<file path="src/rtl/ad_n_su_dp.sv">
// Add/subtract calculator datapath: operand registers, overflow detect, result capture with sticky error.
// Optional build macro AD_N_SU_SAT_EN saturates the captured result on overflow instead of wrapping.
module ad_n_su_dp #(
  parameter int WIDTH = 8
) (
  input  logic             clk,
  input  logic             rst,
  input  logic [WIDTH-1:0] a_in,
  input  logic [WIDTH-1:0] b_in,
  input  logic             ld_x,
  input  logic             ld_y,
  input  logic             ld_y2c,
  input  logic             ld_res,
  input  logic             clr,
  output logic [WIDTH-1:0] x_q,
  output logic [WIDTH-1:0] y_q,
  output logic             v,
  output logic [WIDTH-1:0] res,
  output logic             res_vld,
  output logic             err
);

  localparam logic signed [WIDTH-1:0] MIN_VAL = {1'b1, {(WIDTH-1){1'b0}}};
  localparam logic signed [WIDTH-1:0] MAX_VAL = {1'b0, {(WIDTH-1){1'b1}}};
  localparam logic [WIDTH-1:0]        ONE     = {{(WIDTH-1){1'b0}}, 1'b1};

  logic                    ymin;
  logic signed [WIDTH-1:0] x_s;
  logic signed [WIDTH-1:0] y_s;
  logic signed [WIDTH-1:0] sum;
  logic [WIDTH-1:0]        y_neg;
  logic [WIDTH-1:0]        cap_val;
  logic                    any_ld;

  function automatic logic [WIDTH-1:0] sat_res(input logic signed [WIDTH-1:0] s,
                                               input logic                    ovf,
                                               input logic                    x_neg);
    if (!ovf)
      return s;
    return x_neg ? MIN_VAL : MAX_VAL;
  endfunction

  assign x_s    = $signed(x_q);
  assign y_s    = $signed(y_q);
  assign sum    = x_s + y_s;
  assign y_neg  = ~b_in + ONE;
  assign any_ld = ld_x | ld_y | ld_y2c;

  // Negating MIN yields MIN again, so x - MIN overflows exactly when x is non-negative.
  always_comb begin
    v = 1'b0;
    if (ymin)
      v = ~x_s[WIDTH-1];
    else
      v = (x_s[WIDTH-1] == y_s[WIDTH-1]) && (sum[WIDTH-1] != x_s[WIDTH-1]);
  end

  always_comb begin
`ifdef AD_N_SU_SAT_EN
    cap_val = sat_res(sum, v, x_s[WIDTH-1]);
`else
    cap_val = sum;
`endif
  end

  // Operand stage
  always_ff @(posedge clk or negedge rst) begin
    if (!rst) begin
      x_q  <= '0;
      y_q  <= '0;
      ymin <= 1'b0;
    end else begin
      if (ld_x)
        x_q <= a_in;
      if (ld_y2c) begin
        y_q  <= y_neg;
        ymin <= (b_in == MIN_VAL);
      end else if (ld_y) begin
        y_q  <= b_in;
        ymin <= 1'b0;
      end
    end
  end

  // Result stage
  always_ff @(posedge clk or negedge rst) begin
    if (!rst) begin
      res     <= '0;
      res_vld <= 1'b0;
      err     <= 1'b0;
    end else if (clr) begin
      res     <= '0;
      res_vld <= 1'b0;
      err     <= 1'b0;
    end else if (ld_res) begin
      res     <= cap_val;
      res_vld <= 1'b1;
      err     <= err | v;
    end else if (any_ld) begin
      res_vld <= 1'b0;
    end
  end

endmodule
</file>
<file path="config.mk">
export PLATFORM = sky130hd
export DESIGN_NAME = ad_n_su_dp
export DESIGN_NICKNAME = d
export VERILOG_FILES = /design/src/rtl/ad_n_su_dp.sv
export SDC_FILE = /design/constraint.sdc
export NUM_CORES = 1
export LEC_CHECK = 0
export CORE_UTILIZATION = 30
export DETAILED_ROUTE_END_ITERATION = 10
export GPL_ROUTABILITY_DRIVEN = 0
export PLACE_DENSITY = 0.62
export SLEW_MARGIN = 30
export SYNTH_ARGS = -nofsm -noshare
export SYNTH_HDL_FRONTEND = slang
export SYNTH_SLANG_ARGS = --single-unit
</file>
<file path="constraint.sdc">
create_clock -name clk -period 2.45 [get_ports clk]
set_clock_uncertainty 0.1 [all_clocks]
set_input_delay 0.49 -clock clk [delete_from_list [all_inputs] [get_ports clk]]
set_output_delay 0.49 -clock clk [all_outputs]
set_load 0.01 [all_outputs]
</file>
=== Word level (Yosys, flattened, before mapping) ===
Index checks and enable logic that the tools add are counted.
W data, S select, Z words.

* Mux-type cells: 12
* Reductions and logical operators: 4
* Equal/unequal tests: 3
* Bitwise operators: 5
* Add/sub/neg operators: 2

{| class="wikitable"
|+ Operator list
! operator !! count
|-
| $mux W8 || 4
|-
| $add A8 B1 Y8 const B || 1
|-
| $add A8 B8 Y8 || 1
|-
| $eq A8 B8 Y1 const B || 1
|-
| $mux W1 || 8
|-
| $not A8 Y8 || 1
|-
| $reduce_bool A2 Y1 || 2
|-
| $or A1 B1 Y1 || 3
|-
| $reduce_bool A3 Y1 || 1
|-
| $eq A1 B1 Y1 || 1
|-
| $logic_and A1 B1 Y1 || 1
|-
| $ne A1 B1 Y1 || 1
|-
| $not A1 Y1 || 1
|}

* Word-level logic and storage cells: 32
* Register bits: 27
* Bits of input ports: 23
* Output and inout port bits: 27

=== Logic depth before layout (Yosys ltp) ===
* Depth after elaboration: 7
* Gate-level depth with buffers: 7
* Mapped depth without buffers: 7

=== Worst setup path before layout ===
Ideal clock, no wire load.

* Path type: flip-flop to output port
* From: register x_q[1]
* To: output port v
* Arrival: 1.522 ns
* Required time: 1.860 ns
* Cell stages (with the launch flop): 6
* Buffers on the path: 0
* Setup slack: 0.338 ns
* Cells stage by stage: dfrtp_1 -> ha_1 -> a211oi_1 -> nor2_1 -> o22ai_2 -> o311ai_1

* Word-level cells in the longest chain between the ends: 4

{| class="wikitable"
|+ Ends and longest elaborated chain
! what !! line !! source
|-
| start: declaration || 15 || <nowiki>output logic [WIDTH-1:0] x_q,</nowiki>
|-
| start signal: assignment || 74 || <nowiki>x_q <= a_in;</nowiki>
|-
| $add A8 B8 Y8 || 45 || <nowiki>assign sum = x_s + y_s;</nowiki>
|-
| $ne A1 B1 Y1 || 55 || <nowiki>v = (x_s[WIDTH-1] == y_s[WIDTH-1]) && (sum[WIDTH-1] != x_s[WIDTH-1]);</nowiki>
|-
| $logic_and A1 B1 Y1 || 55 ||
|-
| $mux W1 || 52 || <nowiki>if (ymin)</nowiki>
|-
| end: declaration || 17 || <nowiki>output logic v,</nowiki>
|}

No other way between the ends.

=== Final worst setup path ===
* From: register y_q[4]
* To: output port v

* Word-level cells in the longest chain between the ends: 4

{| class="wikitable"
|+ Ends and longest elaborated chain
! what !! line !! source
|-
| start: declaration || 16 || <nowiki>output logic [WIDTH-1:0] y_q,</nowiki>
|-
| start signal: assignment || 76 || <nowiki>y_q <= y_neg;</nowiki>
|-
| start signal: assignment || 79 || <nowiki>y_q <= b_in;</nowiki>
|-
| $add A8 B8 Y8 || 45 ||
|-
| $ne A1 B1 Y1 || 55 ||
|-
| $logic_and A1 B1 Y1 || 55 ||
|-
| $mux W1 || 52 ||
|}

No other way between the ends.

==> metrics <==
Final period util between 90% and 100%; Max Buffers Root-to-Sink 2; GRT Overall Usage 14.42%; Crit Reg-Reg Endpoint err; post-synthesis mux area share ~8.3%; busiest layer in global routing met2; critical path required time 1.86 ns; chip width 73.80 µm; Distinct cells, synth 36; TritonCTS Buffers 3; post-synthesis compound-gate area fraction 16.67%; Sink Count 27; dominant cell type by area after synthesis dfrtp_1; Worst Hold Launch res[6]; RSZ-0062 raised after global routing true; met2 usage 23.75%; I/O pin total 50; met1 Use GR 19.54%; CTS Hold Bufs 0; Crit Path Max Fanout 3; RR Startpoint x_q[5]; Post-Synthesis Net Count between 150 and 200; core footprint 4848 µm²; share of cells above drive strength 1 21.83%; XOR/XNOR Fraction of Synth Area between 4 and 5%; first-pass GRT wire length 5920 µm; Port Buf Inserts 49; Vias/cell 4.598; DP Area 2271 µm²; fin crit period ~2.4 ns; R2R depth 9; crit path DAT 1.85 ns; Hold Path Sink res[6]; CTS tree built; Final Setup Violations 0; Synth top area share 43.69%; Slew @ Worst Pin 0.5044 ns; Clock Latency Late Sink 0.28 ns; antenna fix cells 0; Routed wire per std cell 12.09 µm; largest net degree at the start of global routing 28; Root Driver clkbuf_8; DR iter-0 viols between 40 and 50; Detail Route Antenna Nets 0; DIE HEIGHT 73.80 µm; Synth Area per Inst 10.17 µm²; dpl hpwl approximately 2800 µm; Rows 25; Simple-Gate Fraction of Synth Area 14.40%; Area growth syn-to-layout 53.24%; Reg clk slew, reported paths 0.10 ns; layout net count approximately 260; vias after detailed routing 1,361; Slew headroom 66.25%; critical path launch point type flip-flop; DR pass1 iterations 4; maximum capacitance violations 0; Power per Cell Area 548.8 nW/µm²; antenna violations before repair 0; final max-slew violation count 0; YS warnings 0; Congestion Overflow GR 0; cell area after synthesis 1546 µm²; post-route cell area 2370 µm²; fmax around 410 MHz; met3 Use GR 2.881%; remaining routing DRC violations 0; adder-cell share of the synthesized area 7.767%; Final Hold Viols 0; Worst IR Drop VDD about 0.22 mV; R2R Setup Slk 0.22 ns; Syn Inst Count ~150; Initial Util a little under a third; kind of critical path flip-flop to primary output; crit end category primary output; drt total wl 3580 µm; hold path depth 2; worst hold path type flip-flop to flip-flop; final core utilization between 40% and 50%; area of the die 5446 µm²; P_leak 1.031 nW; ranking of synthesized cells by area dfrtp_1 44%, ha_1 6.5%, mux2_2 5.1%, a211oi_1 3.4%, nand2_1 3.4%; Seq/Total Area, Yosys a little over two fifths; outcome finished clean; #FFs+latches synth 27; H-Tree Depth 1; largest family of logic cells by synthesized area compound AO/OA/AOI/OAI gates; vias in the first global route approximately 1,300
[worst max path at each step]
stage,depth (start not counted),startpoint,slack (ns),end
after global routing,7,y_q[4],-0.13,v
final,7,y_q[4],0.006,v
after CTS,7,x_q[4],0.01,v
after floorplan,5,x_q[1],0.34,v
after detailed placement,7,x_q[4],-0.14,v
after global placement,7,x_q[4],-0.11,v
[placed cells by master, fill, tap and decap left out, types with 2 or more instances in the layout]
| cell | Yosys | layout |
|---|---|---|
| o21a_1 | 3 | 3 |
| dfrtp_1 | 27 | 27 |
| xnor2_1 | 5 | 5 |
| a31oi_1 | 3 | 3 |
| nor2b_1 | 5 | 5 |
| buf_4 | 0 | 30 |
| o21ai_1 | 3 | 3 |
| ha_1 | 8 | 7 |
| mux2i_1 | 5 | 5 |
| xor2_1 | 3 | 3 |
| nor3_1 | 2 | 2 |
| a21oi_1 | 7 | 7 |
| or3_4 | 2 | 2 |
| mux2_2 | 7 | 7 |
| inv_1 | 7 | 7 |
| clkdlybuf4s50_1 | 0 | 48 |
| clkbuf_8 | 0 | 3 |
| nand2_1 | 14 | 14 |
| o211ai_1 | 2 | 2 |
| a211oi_1 | 7 | 6 |
| nor2_1 | 14 | 13 |
| a32oi_1 | 2 | 2 |
| o21ai_0 | 7 | 7 |
[layer usage]
metal	share of wire, %	up-vias	routed length (µm)
li1	-	698	-
met1	49	627	1756
met2	46	31	1657
met3	3.7	5	131
met4	0.98	0	35
met5	0	-	0
[what timing repair did]
| item | 4_1_cts | 5_1_grt |
|---|---|---|
| setup buffers | 0 | 4 |
| pin swaps | 1 | 6 |
| setup endpoints to repair | 1 | 1 |
| gates resized for setup | 7 | 1 |
[kinds of logic (layout without fill, tap and decap cells)]
logic type      after synthesis  after routing
compound gates               39             39
xor+xnor                      8              8
fa+ha+maj                     9              9
buf+inv                      13             90
flops                        27             27
mux                          12             12
simple gates                 44             44
[Yosys cell counts]
library cell   n
a21oi_1        7
or3_4          2
nor2b_1        5
a31oi_1        3
nand2_1       14
buf_1          1
nand3b_1       1
nor2_1        14
xnor2_1        5
buf_6          3
o21a_1         3
nor3b_1        1
o32a_1         1
a32oi_1        2
ha_1           8
clkbuf_1       2
mux2_2         7
o21bai_1       1
nand4b_1       1
fa_1           1
o21ai_1        3
xor2_1         3
nor3_2         1
or4_1          1
or3_1          1
inv_1          7
a21o_1         1
o22ai_2        1
nor3_1         2
o211ai_1       2
mux2i_1        5
o311ai_1       1
a211oi_1       7
nand2b_1       1
dfrtp_1       27
o21ai_0        7
[layout make-up]
cell class                 count  area, µm²
clock buffer                   3      41.29
clock inverter                 1      5.005
fill                         485       2479
inverter                       7      26.28
multi-input combinational    112      827.0
sequential                    27      675.6
tap                           67      83.83
timing repair buffer          79      710.7
[per-stage QoR]
stage	cells	hold WS [ns]	power [mW]	worst slack, ns	setup TNS (ns)
CTS	292	0.4029	1.290	0.01208	0
detailed placement	288	0.3814	1.025	-0.1429	-0.1429
global route	296	0.4388	1.381	-0.1331	-0.1331
finish	296	0.3974	1.301	0.006345	0
global placement	288	0.3665	1.018	-0.1128	-0.1128
floorplan	152	0.09441	0.7613	0.3378	0
[sequential cells by signal, indices dropped and copies added, names as in the netlist]
| register | cells |
|---|---|
| res | 8 |
| x_q | 8 |
| y_q | 8 |
| err | 1 |
| res_vld | 1 |
| ymin | 1 |
[power by group]
part / internal (mW) / switching [mW] / total (mW)
Clock: 0.114 / 0.146 / 0.260
Combinational: 0.301 / 0.213 / 0.514
Sequential: 0.494 / 0.0330 / 0.527
[worst max-delay path, stage by stage (launching register included)]
cell,delay [ns]
dfrtp_1,0.42
ha_4,0.26
o21a_1,0.18
o21a_1,0.20
o22ai_2,0.18
nand2_1,0.10
o311ai_2,0.07
buf_2,0.17
Note: power is estimated with default switching activity, not from simulation.
